$ cat src/rtl/systolic_setup.sv
// Input-skew stage between the A/B global buffers and the PE array.
// Lane i of each operand word is delayed by i+1 cycles so the array sees a
// diagonal wavefront. Bubble cycles inject zeros. Per-lane valid bits travel
// alongside the data, and a drain counter reports when skew data is still in flight.
module systolic_setup #(
    parameter int ARRAY_N    = 10,
    parameter int DATA_WIDTH = 8
) (
    input  logic                          clk_i,
    input  logic                          rst_ni,
    input  logic                          ensys_i,
    input  logic                          bubble_i,
    input  logic [ARRAY_N*DATA_WIDTH-1:0] a_word_i,
    input  logic [ARRAY_N*DATA_WIDTH-1:0] b_word_i,
    output logic [ARRAY_N*DATA_WIDTH-1:0] a_skew_o,
    output logic [ARRAY_N*DATA_WIDTH-1:0] b_skew_o,
    output logic [ARRAY_N-1:0]            lane_vld_o,
    output logic                          busy_o
);

    localparam int CNT_W = $clog2(ARRAY_N + 1);

    // A word is taken into the chains only when the feed is enabled and not a bubble.
    logic acc;
    assign acc = ensys_i & ~bubble_i;

    for (genvar i = 0; i < ARRAY_N; i++) begin : g_lane
        // Lane i needs i+1 stages; stage 0 is the head and stage i is the tail.
        logic [DATA_WIDTH-1:0] a_sr [i+1];
        logic [DATA_WIDTH-1:0] b_sr [i+1];
        logic                  v_sr [i+1];

        // Shift the lane chain every cycle; a rejected cycle feeds zeros with valid low.
        always_ff @(posedge clk_i or negedge rst_ni) begin
            if (!rst_ni) begin
                // NOTE: the skew chains are cleared on reset because a reset
                // mid-stream must discard in-flight operands; an unreset chain
                // would leak stale elements into the array after release.
                for (int k = 0; k <= i; k++) begin
                    a_sr[k] <= '0;
                    b_sr[k] <= '0;
                    v_sr[k] <= 1'b0;
                end
            end else begin
                // NOTE: non-blocking assignments give every stage the value its
                // predecessor held before the edge, so the loop order is irrelevant.
                a_sr[0] <= acc ? a_word_i[i*DATA_WIDTH +: DATA_WIDTH] : '0;
                b_sr[0] <= acc ? b_word_i[i*DATA_WIDTH +: DATA_WIDTH] : '0;
                v_sr[0] <= acc;
                for (int k = 1; k <= i; k++) begin
                    a_sr[k] <= a_sr[k-1];
                    b_sr[k] <= b_sr[k-1];
                    v_sr[k] <= v_sr[k-1];
                end
            end
        end

        assign a_skew_o[i*DATA_WIDTH +: DATA_WIDTH] = a_sr[i];
        assign b_skew_o[i*DATA_WIDTH +: DATA_WIDTH] = b_sr[i];
        assign lane_vld_o[i]                        = v_sr[i];
    end

    // Drain window: reload on every accept, otherwise count down to zero.
    logic [CNT_W-1:0] drain_cnt;

    always_ff @(posedge clk_i or negedge rst_ni) begin
        if (!rst_ni) begin
            drain_cnt <= '0;
        end else if (acc) begin
            drain_cnt <= CNT_W'(ARRAY_N);
        end else if (drain_cnt != '0) begin
            drain_cnt <= drain_cnt - CNT_W'(1);
        end
    end

    // The counter is the register, so busy is glitch-free and clears with reset.
    assign busy_o = (drain_cnt != '0);

endmodule

$ cat config.mk
export PLATFORM = sky130hd
export DESIGN_NAME = systolic_setup
export DESIGN_NICKNAME = d
export VERILOG_FILES = /design/src/rtl/systolic_setup.sv
export SDC_FILE = /design/constraint.sdc
export NUM_CORES = 1
export LEC_CHECK = 0
export ABC_AREA = 1
export CAP_MARGIN = 30
export CORE_MARGIN = 2
export CORE_UTILIZATION = 48
export CTS_BUF_LIST = sky130_fd_sc_hd__clkbuf_4 sky130_fd_sc_hd__clkbuf_8 sky130_fd_sc_hd__clkbuf_16
export CTS_CLUSTER_DIAMETER = 40
export DETAILED_ROUTE_END_ITERATION = 10
export GPL_TIMING_DRIVEN = 0
export PLACE_DENSITY = 0.74
export SLEW_MARGIN = 15
export SYNTH_ARGS = -nofsm -noshare
export SYNTH_HDL_FRONTEND = slang
export SYNTH_SLANG_ARGS = --single-unit
$ cat constraint.sdc
create_clock -name clk_i -period 1.05 [get_ports clk_i]
set_clock_uncertainty 0.1 [all_clocks]
set_input_delay 0.1575 -clock clk_i [delete_from_list [all_inputs] [get_ports clk_i]]
set_output_delay 0.1575 -clock clk_i [all_outputs]
set_load 0.01 [all_outputs]
* Word-level counts from Yosys, hierarchy flattened
Index checks and enable logic that the tools add are counted.
Widths: inputs -> output; s select.
** Cells by class
- Bitwise gates (word level) :: 2
- $add $sub $neg :: 1
- Reductions and logical operators :: 2
- Multipliers :: 0
- Mux-type cells :: 22
- Shift-type cells :: 0
- Equal/unequal tests :: 0
- Div/mod/pow operators :: 0
- Order comparisons :: 0
** Operator list (number)
- $mux 8 :: 20
- $mux 4 :: 2
- $reduce_bool 4->1 :: 1
- $sub 4x1->4 const B :: 1
- $reduce_bool 2->1 :: 1
- $and 1x1->1 :: 1
- $not 1->1 :: 1
** Word-level totals
- ROM bits :: 0
- Bits in latches :: 0
- RAM bits :: 0
- Memories kept :: 0
- Output and inout bits :: 171
- Bits in registers :: 894

* Longest topological paths before layout
- Depth after elaboration :: 3
- Depth in mapped cells :: 6
- Depth with buffers taken out :: 6

* Worst setup path before layout
No wires, ideal clock.
- Path type :: reg-to-reg
- Start point :: register drain_cnt[0]
- End point :: register drain_cnt[1]
- Cell stages (with the launch flop) :: 6
- Path buffers :: 0
- Slack :: -0.120 ns
- Data required time :: 0.825 ns
- Data arrival time :: 0.945 ns
- Path through :: dfrtp_1 > inv_1 > ha_1 > nand3_1 > nand2_1 > nand3_1
** Between the ends
- Elaborated cells between the ends (all ways) :: 5
- Classes of those cells :: add/sub (1); mux (2); reduce/logical (2)
** RTL lines
- from (decl) :: line 64 : logic [CNT_W-1:0] drain_cnt;
- from (signal assigned) :: line 70 : drain_cnt <= CNT_W'(ARRAY_N);
- from (signal assigned) :: line 72 : drain_cnt <= drain_cnt - CNT_W'(1);
- $reduce_bool 4->1
- named net busy_o :: line 18 : output logic busy_o
- $reduce_bool 2->1 (no line)
The timed path passes the listed nets, and every way through them passes these cells. The select of a mux whose other input is x is not followed.
A chain may end at the register's enable or synchronous reset.

* Worst setup path in the final report
- Start point :: register drain_cnt[1]
- End point :: output port busy_o
** Between the ends
- Word-level cells in the longest chain between the ends :: 1
** Ends and longest elaborated chain
- $reduce_bool 4->1 :: line 77 : assign busy_o = (drain_cnt != '0);
- to (decl) :: line 18
No other way between the ends.

==> run metrics <==
sequential area share after synthesis=around 90%; Slew headroom=a little under three quarters; final-layout fill cell count=~3.2k; Yosys cell types=11; Final min period=1.75 ns; leading area contributor after synthesis=dfrtp_1; Layout Utilization=66.3%; Final Cell Area=34100 um2; Worst setup SP type=register; count leader, synth=dfrtp_1; Critical Setup Path Class=reg2out; Synth warnings=0; pre-CTS WS=-1.24 ns; H-tree levels=3; Post-synth EDFFs=0; final hold vios=442; Inserted Clock Buffers=approximately 100; Critical Path RT=slightly below 0.8 ns; DRT iter0 DRCs=588; largest cells by area after synthesis=dfrtp_1 90%, buf_4 4.4%, inv_1 2.5%; Clock Path Buffers=3; Final GP Congestion=0.785; ys flop type=dfrtp_1; synthesis-to-layout area growth=36.4%; synth cell count leaders=894 x dfrtp_1, 168 x inv_1, 162 x nor2_1, 145 x buf_4, 17 x buf_6; vias in the first global route=around 13k; Mapped Nets=approximately 1.6k; Final HPWL DP=about 26000 um; status=finished, violations left; Via-to-Cell Ratio=4.28; Design Power=approximately 77 mW; Netlist Area Pre-Place=about 25000 um2; CTS Root Cell=clkbuf_16; Remaining Overflow, GRT=0; crit-path max FO=2; crit end category=output pin; Max rail drop VDD=between 1.5 and 2 mV; final slew viol count=0; All-Layer GR Usage=between 10% and 20%; insertion delay to the later sink of the worst-skew pair=between 0.6 and 0.7 ns; clk sinks=between 800 and 900; unrepaired setup endpoints after global routing=true; cts hold-fix bufs=between 150 and 200; core footprint=about 51000 um2; failing checks=hold timing, setup timing; final setup violation count=around 180; Final Cycle Share=167%; Cell Rows=83; Die Y=between 200 and 250 um; Buffers on Ports=roughly 330; final net count=approximately 2k; Static Leak=17.8 nW; setup TNS=-60.58 ns; #FFs+latches synth=894; share of layout cells above drive strength 1=21.3%; first-pass GRT wire length=76300 um; die width=232 um; Synth top area share=89.6%; Post-Route WL=about 50000 um; Residual DRC=0; die area=about 54000 um2; Mapped Cells=roughly 1.4k; Worst-Margin Slew=approximately 0.43 ns; Max Cap Violations=0; Arr. time, crit path=between 1 and 1.5 ns; Starting Density=about 49%; fin worst setup slack=-0.702 ns; CTS tree=yes; Hold WC Path Type=in2async; antenna viol nets, final=0; total number of vias=approximately 11k; hold slack final=-0.759 ns; largest net degree at the start of global routing=118; CTS clk-pin slew, worst paths=about 0.060 ns; ys async rst share=100%; initial antenna violation count=16; PwrDens=about 2300 nW/um2; DRT Pass-1 Iters=4; Avg Cell Area, Syn=roughly 18 um2; routed length per instance=approximately 18 um; Fmax=571 MHz; I/O pin cnt=between 300 and 400; dpl cell area=29500 um2
[per-stage QoR]
step	std cells	hold WS (ns)
6_report	2661	-0.759
5_1_grt	2661	-0.783
4_1_cts	2645	-0.800
3_5_place_dp	2427	-0.120
3_3_place_gp	2418	0.231
2_1_floorplan	1404	-0.238
[what timing repair did]
item                                    4_1_cts  5_1_grt
pin swaps                                     2        2
endpoints found under the hold margin       560      323
resized for setup                           905       10
setup buffers                                10        3
gates cloned                                  6        3
endpoints found under the setup margin      494      381
[kinds of logic (layout without fill, tap and decap cells)]
kind of cell	Yosys count	in the layout	share of synthesized area [%]
AO/OA/AOI/OAI	1	1	0.0200
flip-flops	894	894	89.6
AND/OR/NAND/NOR	177	177	2.70
other	0	10	0
adder cells (fa/ha/maj)	1	1	0.0501
buffers and inverters	331	898	7.67
[critical path, cell delays in order, from the launching register on]
cell     delay (ns)
dfrtp_1        0.41
inv_2          0.09
ha_4           0.15
nand3_4        0.09
buf_6          0.13
[power by group]
part	total [mW]	switching, mW	internal, mW
sequential	36.4	0.564	35.8
clock	36.4	14.5	21.9
combinational	3.93	1.87	2.07
[routing by layer]
layer	part of all wire [%]	up-vias	global-route usage, %
met1	36	5901	21.5
met3	5.5	150	5.46
met2	54	326	32.8
met5	0.13	-	0
li1	-	5008	-
met4	4.5	12	10.2
[placed cells by master, fill, tap and decap left out, types with 2 or more instances in the layout]
cell / instances
dfrtp_1: 894
buf_6: 173
inv_1: 164
clkdlybuf4s50_1: 162
nor2_1: 160
dlygate4sd3_1: 160
clkbuf_16: 106
buf_2: 18
clkbuf_8: 14
inv_6: 13
clkbuf_4: 11
buf_4: 11
diode_2: 10
buf_16: 10
clkinv_2: 9
bufinv_16: 9
clkinv_4: 8
clkinvlp_4: 8
nand2_1: 6
clkinv_8: 6
nand3_1: 5
bufbuf_16: 5
inv_2: 4
inv_8: 4
nand2_2: 2
inv_16: 2
[state kept, by name, summed over array words and instances, names as in the netlist]
register and cells:
lane_vld_o 2, g_lane.v_sr 8, g_lane.b_sr 368, g_lane.a_sr 368
b_skew_o 72, drain_cnt 4, a_skew_o 72
[path summary, 6_finish.rpt]
check                                    from            endpoint  slack [ns]  cells past startpoint
min                                    rst_ni  g_lane[6].b_sr[36]       -0.76                      1
min reg2reg                g_lane[8].b_sr[13]        b_skew_o[69]        0.24                      0
min in group clk_i         g_lane[8].b_sr[13]        b_skew_o[69]        0.24                      0
max                              drain_cnt[1]              busy_o       -0.70                      4
max reg2reg                      drain_cnt[1]        drain_cnt[1]       -0.27                      7
max in group asynchronous              rst_ni  g_lane[5].b_sr[19]        0.23                      5
[layout make-up]
cell class | count | area [um2] | area share (%)
diodes | 10 | 25.0 | 0.0734
plain buffers | 18 | 196 | 0.576
clock buffers | 128 | 2850 | 8.37
clock inverters | 59 | 742 | 2.18
inverters | 168 | 631 | 1.85
multi-input cells | 179 | 736 | 2.16
flip-flops and latches | 894 | 22400 | 65.6
well taps | 680 | 851 | 2.50
repair buffers | 525 | 5680 | 16.7
No activity file was read; power rests on OpenSTA's default activity.
